<file path="src/rtl/project1_pkg.sv">
// project1_pkg
//   Shared constants for the programmable 4-input Boolean function unit.
//   IDX_W      : width of the {a,b,c,d} truth-table index
//   TT_W       : width of the truth table (one bit per index value)
//   DEFAULT_TT : reset table, a 4-bit prime detector (2,3,5,7,11,13)
//   AND4_TT / OR4_TT / XOR4_TT : handy alternative tables
package project1_pkg;

  localparam int unsigned IDX_W = 4;
  localparam int unsigned TT_W  = 16;

  localparam logic [TT_W-1:0] DEFAULT_TT = 16'h28AC;
  localparam logic [TT_W-1:0] AND4_TT    = 16'h8000;
  localparam logic [TT_W-1:0] OR4_TT     = 16'hFFFE;
  localparam logic [TT_W-1:0] XOR4_TT    = 16'h6996;

endpackage

</file>
<file path="src/rtl/project1_lut16.sv">
// project1_lut16
//   Purely combinational 16:1 selector: f = tt[idx].
//   Ports:
//     tt  : in  [TT_W-1:0]  truth table, bit i is the result for index i
//     idx : in  [IDX_W-1:0] unsigned index
//     f   : out             selected truth-table bit
module project1_lut16
  import project1_pkg::*;
(
  input  logic [TT_W-1:0]  tt,
  input  logic [IDX_W-1:0] idx,
  output logic             f
);

  assign f = tt[idx];

endmodule

</file>
<file path="src/rtl/project1_logic.sv">
// project1_logic
//   Registered, programmable 4-input single-output Boolean function unit.
//   {a,b,c,d} (a = MSB) indexes a 16-bit truth table; the selected bit is
//   registered onto o. The table is rewritten in one cycle via cfg_we/cfg_tt.
//   Ports:
//     clk    : in   rising-edge clock
//     rst    : in   asynchronous active-high reset (o=0, table=TRUTH_TABLE)
//     a..d   : in   index bits 3..0
//     cfg_we : in   truth-table write enable
//     cfg_tt : in   [15:0] new truth table, captured when cfg_we=1
//     o      : out  registered function output
module project1_logic
  import project1_pkg::*;
#(
  parameter logic [TT_W-1:0] TRUTH_TABLE = DEFAULT_TT
) (
  input  logic            clk,
  input  logic            rst,
  input  logic            a,
  input  logic            b,
  input  logic            c,
  input  logic            d,
  input  logic            cfg_we,
  input  logic [TT_W-1:0] cfg_tt,
  output logic            o
);

  logic [TT_W-1:0]  r_tt;
  logic             r_o;
  logic [IDX_W-1:0] w_idx;
  logic             w_f;

  assign w_idx = {a, b, c, d};

  project1_lut16 u_lut16 (
    .tt  (r_tt),
    .idx (w_idx),
    .f   (w_f)
  );

  // w_f is taken from the table before this edge's write lands, so a
  // simultaneous write only affects evaluation from the following edge.
  always_ff @(posedge clk or posedge rst) begin
    if (rst) begin
      r_tt <= TRUTH_TABLE;
      r_o  <= 1'b0;
    end else begin
      r_o <= w_f;
      if (cfg_we) begin
        r_tt <= cfg_tt;
      end
    end
  end

  assign o = r_o;

endmodule

</file>
<file path="config.mk">
export PLATFORM = sky130hd
export DESIGN_NAME = project1_logic
export DESIGN_NICKNAME = d
export VERILOG_FILES = /design/src/rtl/project1_pkg.sv /design/src/rtl/project1_lut16.sv /design/src/rtl/project1_logic.sv
export SDC_FILE = /design/constraint.sdc
export NUM_CORES = 1
export LEC_CHECK = 0
export ABC_AREA = 0
export BUFFER_PORTS_ARGS = -buffer_cell sky130_fd_sc_hd__buf_4
export CAP_MARGIN = 30
export CORE_MARGIN = 4
export CORE_UTILIZATION = 45
export DETAILED_ROUTE_END_ITERATION = 10
export PLACE_DENSITY = 0.79
export REMOVE_ABC_BUFFERS = 1
export SYNTH_ARGS = -nofsm -noshare
export SYNTH_HDL_FRONTEND = slang
export SYNTH_SLANG_ARGS = --single-unit
</file>
<file path="constraint.sdc">
create_clock -name clk -period 1.4 [get_ports clk]
set_input_delay 0.42 -clock clk [delete_from_list [all_inputs] [get_ports clk]]
set_output_delay 0.42 -clock clk [all_outputs]
set_load 0.01 [all_outputs]
</file>
==> results.py, run 1 <==
metrics = {
    "run_status": {
        "status": "complete, no violations",
    },
    "floorplan": {
        "fp.coreArea_um2": 1559,
        "start_util_pct": 48.88,
        "pin_count": 24,
        "design.die.area_um2": 2416,
        "row_count": 14,
        "die_w_um": 49.15,
        "die_h_um": 49.15,
    },
    "clock_tree": {
        "h-tree-depth": 1,
        "holdBufCountCts": 0,
        "clkTransAtPathRegs_ps": 100,
        "cts-buffers-inserted": 3,
        "clkSinkCount": 17,
        "clock_latency_ps": 280,
        "post_cts_buffers": 0,
        "cts_resized": 0,
        "ctsLongestPathBuffers": 2,
        "cts_tree": "built",
        "clockRootBuffer": "clkbuf_4",
    },
    "global_routing": {
        "antenna_found_initial": 0,
        "grt_max_degree": 18,
        "grt_overflow": 0,
        "grtUsageTotal_pct": 12.04,
        "grt_pass1_wl_um": 2221,
        "grt_pass1_vias": 510,
    },
    "timing": {
        "final-setup-viol-count": 0,
        "tightest_slew_ps": 216.9,
        "fin_crit_ps": 1220,
        "rsz0062_at_grt": "false",
        "maxSlewHeadroom_pct": 85.54,
        "hold_violations": 0,
        "finClkSkew_ps": 6.487,
        "timing.hold.ws_ps": 135.5,
        "finalWorstSetupSlack_ps": 180.5,
        "final.setup.tns_ps": 0,
        "post-route-period-util_pct": 87.11,
        "drv_slew": 0,
        "fmax_mhz": 820.0,
    },
    "final_layout": {
        "nets": 94,
        "drive_above_1_share_pct": 72.86,
        "multiInputGateArea_um2": 315.3,
        "num_antenna_cells": 0,
        "syn2layout_area_growth_pct": 29.56,
        "nFillCells": 130,
        "final_util_pct": 63.32,
        "ff_latch_area_um2": 432.9,
    },
    "worst_setup_path": {
        "required_ps": 1570,
        "critPathCaptureType": "flip-flop",
        "path_common_cell": "mux2i_1",
        "crit_fanout": 2,
        "cp_cell_sequence": "mux4_1 > mux2i_1 > mux2i_1",
        "critPathBufInv": 0,
        "critPathKind": "flip-flop to flip-flop",
        "start_kind": "flip-flop",
        "cp_top_family": "multiplexers",
        "crit_slowest_cell": "mux4_1",
        "max_stage_delay_ps": 490,
        "r2r_slack_ps": 180,
        "cp.arrival_ps": 1380,
    },
    "route": {
        "drcViolationCount": 0,
        "via_per_inst": 5.407,
        "ant_nets": 0,
        "vias": 465,
        "drtPass1Iterations": 2,
        "routed_wl_um": 1285,
        "wire_per_inst_um": 14.94,
        "drt_iter0_markers": 1,
    },
    "place": {
        "place_congestion": 0.6663,
        "place.port_buffers": 23,
        "dpl_worst_slack_ps": -28.21,
        "dp_hpwl_um": 1057,
    },
    "power": {
        "p_total_mw": 1.001,
        "power.density_nw_per_um2": 1014,
        "ir_drop_mv": 0.7521,
        "power.leakage_nw": 0.4578,
    },
    "logic_synthesis": {
        "syn_inst": 43,
        "ys_types": 7,
        "ys_seq_elements": 17,
        "post_synth.cell_area_avg_um2": 17.72,
        "synthesis.area_um2": 762.0,
        "yosysWarnings": 0,
        "yosysSeqAreaShare_pct": 56.81,
    },
    "min_path": {
        "hp-class": "primary input to asynchronous set/reset pin",
    },
    "run": {
        "maxCapViolations": 0,
    },
}
[kinds of logic (layout without fill, tap and decap cells)]
group / count (synthesis) / in the layout / share of synthesized area, %
muxes: 23 / 23 / 41.38
DFF: 17 / 17 / 56.81
buffers and inverters: 3 / 30 / 1.806
[metal layers]
| metal | wire length, µm | GRT usage [%] | vias up |
|---|---|---|---|
| met2 | 641 | 19.64 | 16 |
| li1 | - | - | 217 |
| met4 | 0 | 1.422 | 0 |
| met5 | 0 | 0 | - |
| met3 | 124 | 6.728 | 0 |
| met1 | 518 | 14.15 | 232 |
[power by group]
group          internal (mW)  switching [mW]  total, mW
sequential             0.556          0.0232      0.579
combinational          0.121          0.0535      0.175
clock                  0.106           0.142      0.248
total                  0.783           0.219       1.00
[registers in the layout, indices dropped and copies added (netlist names)]
| name | cells |
|---|---|
| r_tt | 16 |
| o | 1 |
[cell usage after synthesis (all sizes together)]
master | n | share of area [%]
buf | 2 | 1.3
dfstp | 6 | 21
mux4 | 4 | 14
mux2 | 16 | 24
mux2i | 3 | 3.9
dfrtp | 11 | 36
inv | 1 | 0.49
[worst register-to-register path: stages, from the launching register on]
cell     delay, ps
dfrtp_1        390
mux4_1         490
mux2i_1        140
mux2i_1         80
[placed cells by master (no fill, tap or decap)]
| master | count |
|---|---|
| buf_4 | 25 |
| clkbuf_4 | 3 |
| clkinv_2 | 1 |
| dfrtp_1 | 11 |
| dfstp_2 | 6 |
| inv_1 | 1 |
| mux2_2 | 16 |
| mux2i_1 | 3 |
| mux4_1 | 4 |
[final timing paths]
check | start | endpoint | cells past startpoint
setup / recovery | r_tt[9] | o | 3
hold / removal | rst | r_tt[0] | 3
setup reg to reg | r_tt[9] | o | 3
hold reg to reg | r_tt[6] | r_tt[6] | 1
max in group asynchronous | rst | r_tt[13] | 3
min in group clk | b | o | 2
[through the flow]
stage	cell area, µm²	std cells
detailed placement	959.7	82
global route	987.2	86
CTS	987.2	86
global placement	959.7	82
floorplan	752.0	41
finish	987.2	86
[final cells by class]
cell class / count / area share, %
inverter: 1 / 0.3802
clock inverter: 1 / 0.5070
timing repair buffer: 25 / 19.01
clock buffer: 3 / 2.281
tap: 16 / 2.028
multi-input combinational: 23 / 31.94
sequential: 17 / 43.85
Power figures use the tool's default switching activity.
==> run 2, diff against run 1 <==
Settings changed: ABC_AREA 0 to 1, CTS_CLUSTER_DIAMETER set to 40, PLACE_DENSITY 0.79 to 0.78.
==> run 2 against run 1 <==
Final area grew 5.2%. Sequential power shrank 3.8%. Combinational power grew 9.7%. Count of clock-buffer cells in the layout grew 1. Setup slack gained 1.2 ps. Synthesized cell count grew 140%. Clock power grew 6%. Total power grew 0.98%. Wire length grew 27%. Global-route usage grew 2.5 points. Largest cell class unchanged.
==> results.py, run 2 <==
metrics = {
    "route": {
        "drt_iter0_markers": 15,
        "routed_wl_um": 1629,
        "via_per_inst": 4.623,
        "drtPass1Iterations": 4,
        "wire_per_inst_um": 10.58,
        "ant_nets": 0,
        "drcViolationCount": 0,
        "vias": 712,
    },
    "power": {
        "power.density_nw_per_um2": 973.8,
        "power.leakage_nw": 0.5541,
        "ir_drop_mv": 0.5272,
    },
    "clock_tree": {
        "holdBufCountCts": 0,
        "clkTransAtPathRegs_ps": 110,
        "clkSinkCount": 17,
        "cts-buffers-inserted": 3,
        "clockRootBuffer": "clkbuf_4",
        "ctsLongestPathBuffers": 2,
        "h-tree-depth": 1,
        "clock_latency_ps": 290,
        "post_cts_buffers": 0,
        "cts_tree": "built",
        "cts_resized": 0,
    },
    "logic_synthesis": {
        "post_synth.cell_area_avg_um2": 7.877,
        "netlist_top_cells_area": "dfrtp_1 33%, dfstp_2 19%, nand2_1 14%",
        "ys_top_cells_by_count": "31 x nand2_1, 20 x inv_1, 13 x nand3_1",
        "async_flop_share_pct": 100.0,
        "ys_types": 12,
        "synthesis.area_um2": 827.0,
        "syn_inst": 105,
        "synth_edf_count": 0,
        "ys_seq_elements": 17,
        "yosysMostFrequentCell": "nand2_1",
        "synth_top_cell_area_share_pct": 33.28,
        "yosysTopAreaCell": "dfrtp_1",
        "yosysSeqAreaShare_pct": 52.34,
        "yosysWarnings": 0,
        "synth-main-ff-cell": "dfrtp_1",
    },
    "place": {
        "place.port_buffers": 23,
        "place_congestion": 0.8134,
        "dp_hpwl_um": 1259,
    },
    "timing": {
        "finClkSkew_ps": 12.51,
        "post-route-period-util_pct": 87.02,
        "rsz0062_at_grt": "false",
        "drv_slew": 0,
        "fmax_mhz": 820.8,
        "final.setup.tns_ps": 0,
        "maxSlewHeadroom_pct": 82.32,
        "fin_crit_ps": 1218,
        "final-setup-viol-count": 0,
        "tightest_slew_ps": 265.1,
        "hold_violations": 0,
    },
    "global_routing": {
        "grtUsageTotal_pct": 14.50,
        "grt_overflow": 0,
        "grt_pass1_vias": 700,
        "antenna_found_initial": 0,
        "grt_max_degree": 33,
        "grt_pass1_wl_um": 2787,
    },
    "floorplan": {
        "pin_count": 24,
        "fp.coreArea_um2": 1727,
        "design.die.area_um2": 2588,
        "die_w_um": 50.87,
        "row_count": 15,
        "die_h_um": 50.87,
        "start_util_pct": 47.90,
    },
    "worst_setup_path": {
        "required_ps": 980,
        "crit_slowest_cell": "dfrtp_1",
        "critPathBufInv": 1,
        "cp_top_family": "flip-flops",
        "max_stage_delay_ps": 370,
        "crit_fanout": 1,
        "start_kind": "flip-flop",
        "cp.arrival_ps": 800,
        "critPathKind": "flip-flop to output port",
        "cp_cell_sequence": "buf_4",
        "critPathCaptureType": "output port",
    },
    "final_layout": {
        "final_util_pct": 60.14,
        "syn2layout_area_growth_pct": 25.57,
        "final_common_cell": "nand2_1",
        "num_antenna_cells": 0,
        "mostFrequentLayoutCells": "31 x nand2_1, 24 x buf_4, 20 x inv_1, 13 x nand3_1, 12 x o21ai_1",
        "nets": 153,
        "drive_above_1_share_pct": 28.68,
        "top_register": "r_tt",
        "largest_reg_flops": 16,
    },
    "run_status": {
        "status": "complete, no violations",
    },
    "run": {
        "maxCapViolations": 0,
    },
    "min_path": {
        "hp-class": "primary input to asynchronous set/reset pin",
    },
}
## run 2: worst reg2reg max path, delay by kind of cell, from the launching register on
kind | cells | cell delay, ps
DFF | 1 | 530
and+or+nand+nor | 5 | 350
buffers and inverters | 1 | 50
## run 2: metal layers
layer	GRT usage (%)	share of wire [%]	routed length, µm
met1	16.35	44	712
met2	25.43	49	792
met3	3.790	5.2	85
met4	6.726	2.3	38
met5	0	0	0
## run 2: cell families after synthesis
logic type      Yosys count  synth area share, %
buf+inv                  25                13.31
simple gates             47                24.66
compound gates           16                9.683
flops                    17                52.34
## run 2: power breakdown
part | total (mW) | switching, mW | leakage [nW] | internal (mW)
combinational | 0.192 | 0.105 | 0.343 | 0.0873
clock | 0.263 | 0.152 | 0.0150 | 0.111
sequential | 0.557 | 0.0103 | 0.196 | 0.546
total | 1.01 | 0.267 | 0.554 | 0.744
## run 2: through the flow
| stage | instance area (µm²) | worst slack [ps] | hold WS, ps | cells | total power [mW] |
|---|---|---|---|---|---|
| after detailed placement | 1012 | 286.9 | 451.2 | 150 | 0.7602 |
| after CTS | 1039 | 181.7 | 134.0 | 154 | 1.019 |
| after global placement | 1012 | 330.1 | 442.8 | 150 | 0.7517 |
| after floorplan | 800.8 | 495.9 | 341.7 | 101 | 0.6638 |
| after global routing | 1039 | 143.4 | 135.5 | 154 | 1.067 |
| final | 1039 | 181.7 | 123.9 | 154 | 1.011 |
## run 2: path summary, 6_finish.rpt
| path | from | to | slack, ps | cells after the start |
|---|---|---|---|---|
| setup / recovery | o | o | 180 | 1 |
| hold / removal | rst | r_tt[10] | 120 | 3 |
| setup reg to reg | r_tt[5] | o | 420 | 6 |
| hold reg to reg | r_tt[13] | r_tt[13] | 490 | 2 |
| max in group asynchronous | rst | r_tt[7] | 1020 | 3 |
| min in group clk | cfg_tt[11] | r_tt[11] | 330 | 3 |
## run 2: area by class of cell
| cell class | count | area [µm²] |
|---|---|---|
| Clock buffer | 4 | 26.28 |
| Fill cell | 182 | 688.2 |
| Inverter | 21 | 83.83 |
| Multi-Input combinational cell | 63 | 284.0 |
| Sequential cell | 17 | 432.9 |
| Tap cell | 25 | 31.28 |
| Timing Repair Buffer | 24 | 180.2 |
==> run 3, diff against run 2 <==
Settings changed: BUFFER_PORTS_ARGS -buffer_cell sky130_fd_sc_hd__buf_4 to unset, DONT_BUFFER_PORTS set to 1, PLACE_DENSITY 0.78 to 0.67.
==> run 3 against run 2 <==
Critical path type unchanged. Die area unchanged. Sequential power about the same. Register-to-register slack better by 20 ps. Wire length down 12%. Critical path depth down 1. Combinational power down 40%. Sequential share of layout area up 8.3 points. Total power down 7.5%. Clock skew down 10 ps. Hold slack worse by 100 ps. Largest cell class unchanged. Cell count down 15%. Global-route usage down 2.2 points.
==> results.py, run 3 (synthesized netlist as in run 2, its figures left out) <==
metrics = {
    "timing": {
        "hold_violations": 0,
        "post-route-period-util_pct": 80.31,
        "fin_crit_ps": 1124,
        "final-setup-viol-count": 0,
        "drv_slew": 0,
        "maxSlewHeadroom_pct": 85.37,
        "tightest_slew_ps": 219.5,
        "rsz0062_at_grt": "false",
        "final.setup.tns_ps": 0,
        "fmax_mhz": 889.4,
        "finalWorstSetupSlack_ps": 275.7,
        "finClkSkew_ps": 2.204,
    },
    "final_layout": {
        "fin_cells": 131,
        "nets": 130,
        "largest_reg_flops": 16,
        "top_register": "r_tt",
        "final_util_pct": 50.14,
        "drive_above_1_share_pct": 13.21,
        "syn2layout_area_growth_pct": 4.690,
        "nFillCells": 193,
        "mostFrequentLayoutCells": "31 x nand2_1, 20 x inv_1, 13 x nand3_1, 12 x o21ai_1, 11 x dfrtp_1",
        "ff_latch_area_um2": 432.9,
        "num_antenna_cells": 0,
        "multiInputGateArea_um2": 284.0,
        "final_common_cell": "nand2_1",
    },
    "power": {
        "p_sw_mw": 0.2324,
        "power.leakage_nw": 0.4435,
        "pwr-share-seq_pct": 59.8,
        "p_comb_share_pct": 12.5,
        "p_sw_share_pct": 24.84,
        "p_clk_share_pct": 27.7,
        "ir_drop_mv": 0.5427,
        "p_int_mw": 0.7030,
        "power.density_nw_per_um2": 1080,
    },
    "route": {
        "drt_iter0_markers": 13,
        "drtPass1Iterations": 4,
        "routed_wl_um": 1438,
        "via_per_inst": 4.664,
        "wire_per_inst_um": 10.98,
        "vias": 611,
        "ant_nets": 0,
        "drcViolationCount": 0,
    },
    "clock_tree": {
        "cts-buffers-inserted": 3,
        "h-tree-depth": 1,
        "ctsLongestPathBuffers": 2,
        "post_cts_buffers": 0,
        "cts_tree": "built",
        "cts_resized": 0,
        "clkSinkCount": 17,
        "holdBufCountCts": 0,
        "clkTransAtPathRegs_ps": 90,
        "clockRootBuffer": "clkbuf_4",
        "clock_latency_ps": 290,
    },
    "floorplan": {
        "die_w_um": 50.87,
        "fp.coreArea_um2": 1727,
        "row_count": 15,
        "design.die.area_um2": 2588,
        "pin_count": 24,
        "start_util_pct": 47.90,
        "die_h_um": 50.87,
    },
    "worst_setup_path": {
        "crit_fanout": 1,
        "critPathCaptureType": "output port",
        "r2r_end": "o",
        "cp.arrival_ps": 700,
        "start_kind": "flip-flop",
        "r2r_slack_ps": 440,
        "cp-startpoint": "o",
        "worstReg2RegStart": "r_tt[5]",
        "required_ps": 980,
        "r2r_cells": 6,
        "critPathKind": "flip-flop to output port",
    },
    "global_routing": {
        "grtUsageTotal_pct": 12.27,
        "grt_pass1_vias": 572,
        "grt_pass1_wl_um": 2387,
        "grt_overflow": 0,
        "antenna_found_initial": 0,
        "grt_max_degree": 33,
    },
    "place": {
        "place_congestion": 0.7638,
        "dp.cells": 127,
        "dp_hpwl_um": 1093,
        "dpl_worst_slack_ps": 458.5,
        "place.port_buffers": 0,
    },
    "run_status": {
        "status": "complete, no violations",
    },
    "run": {
        "maxCapViolations": 0,
    },
    "min_path": {
        "hp-class": "primary input to asynchronous set/reset pin",
    },
}
run 3: cell count changes in the layout (fill, tap and decap cells not counted):
cell,change
buf_4,-23
run 3: worst reg2reg max path: cells and delay by family, from the launching register on:
| family | cells | cell delay [ps] |
|---|---|---|
| buffers and inverters | 1 | 50 |
| flip-flops | 1 | 520 |
| AND/OR/NAND/NOR | 5 | 330 |
run 3: area by class of cell:
type,count,area share (%)
Multi-Input combinational cell,63,32.80
Tap cell,25,3.613
Inverter,21,9.682
Sequential cell,17,50.00
Timing Repair Buffer,1,0.8671
Clock buffer,4,3.035
run 3: power by group through the flow:
stage	Clock [mW]	Sequential [mW]	Combinational [mW]
5_1_grt	0.298	0.564	0.139
3_3_place_gp	0	0.569	0.115
2_1_floorplan	0	0.566	0.0974
4_1_cts	0.267	0.560	0.120
6_report	0.259	0.560	0.116
3_5_place_dp	0	0.570	0.119
run 3: worst max path at each step:
stage | end | slack, ps | depth (start not counted)
floorplan | o | 500 | 6
global placement | o | 480 | 6
detailed placement | o | 460 | 6
CTS | o | 270 | 0
global route | o | 230 | 0
finish | o | 280 | 0
run 3: routing by layer:
layer | GRT usage, % | up-vias | share of wire (%)
li1 | - | 322 | -
met3 | 5.248 | 3 | 8.6
met2 | 19.13 | 18 | 43
met5 | 0 | - | 0
met1 | 14.71 | 268 | 47
met4 | 5.381 | 0 | 1.3
run 3: per-stage QoR:
step / hold slack (ps) / instance area (µm²) / power (mW)
floorplan: 341.7 / 800.8 / 0.6638
detailed placement: 337.6 / 839.6 / 0.6890
global placement: 332.2 / 839.6 / 0.6837
CTS: 22.51 / 865.8 / 0.9474
finish: 19.97 / 865.8 / 0.9354
global route: 27.99 / 865.8 / 1.001
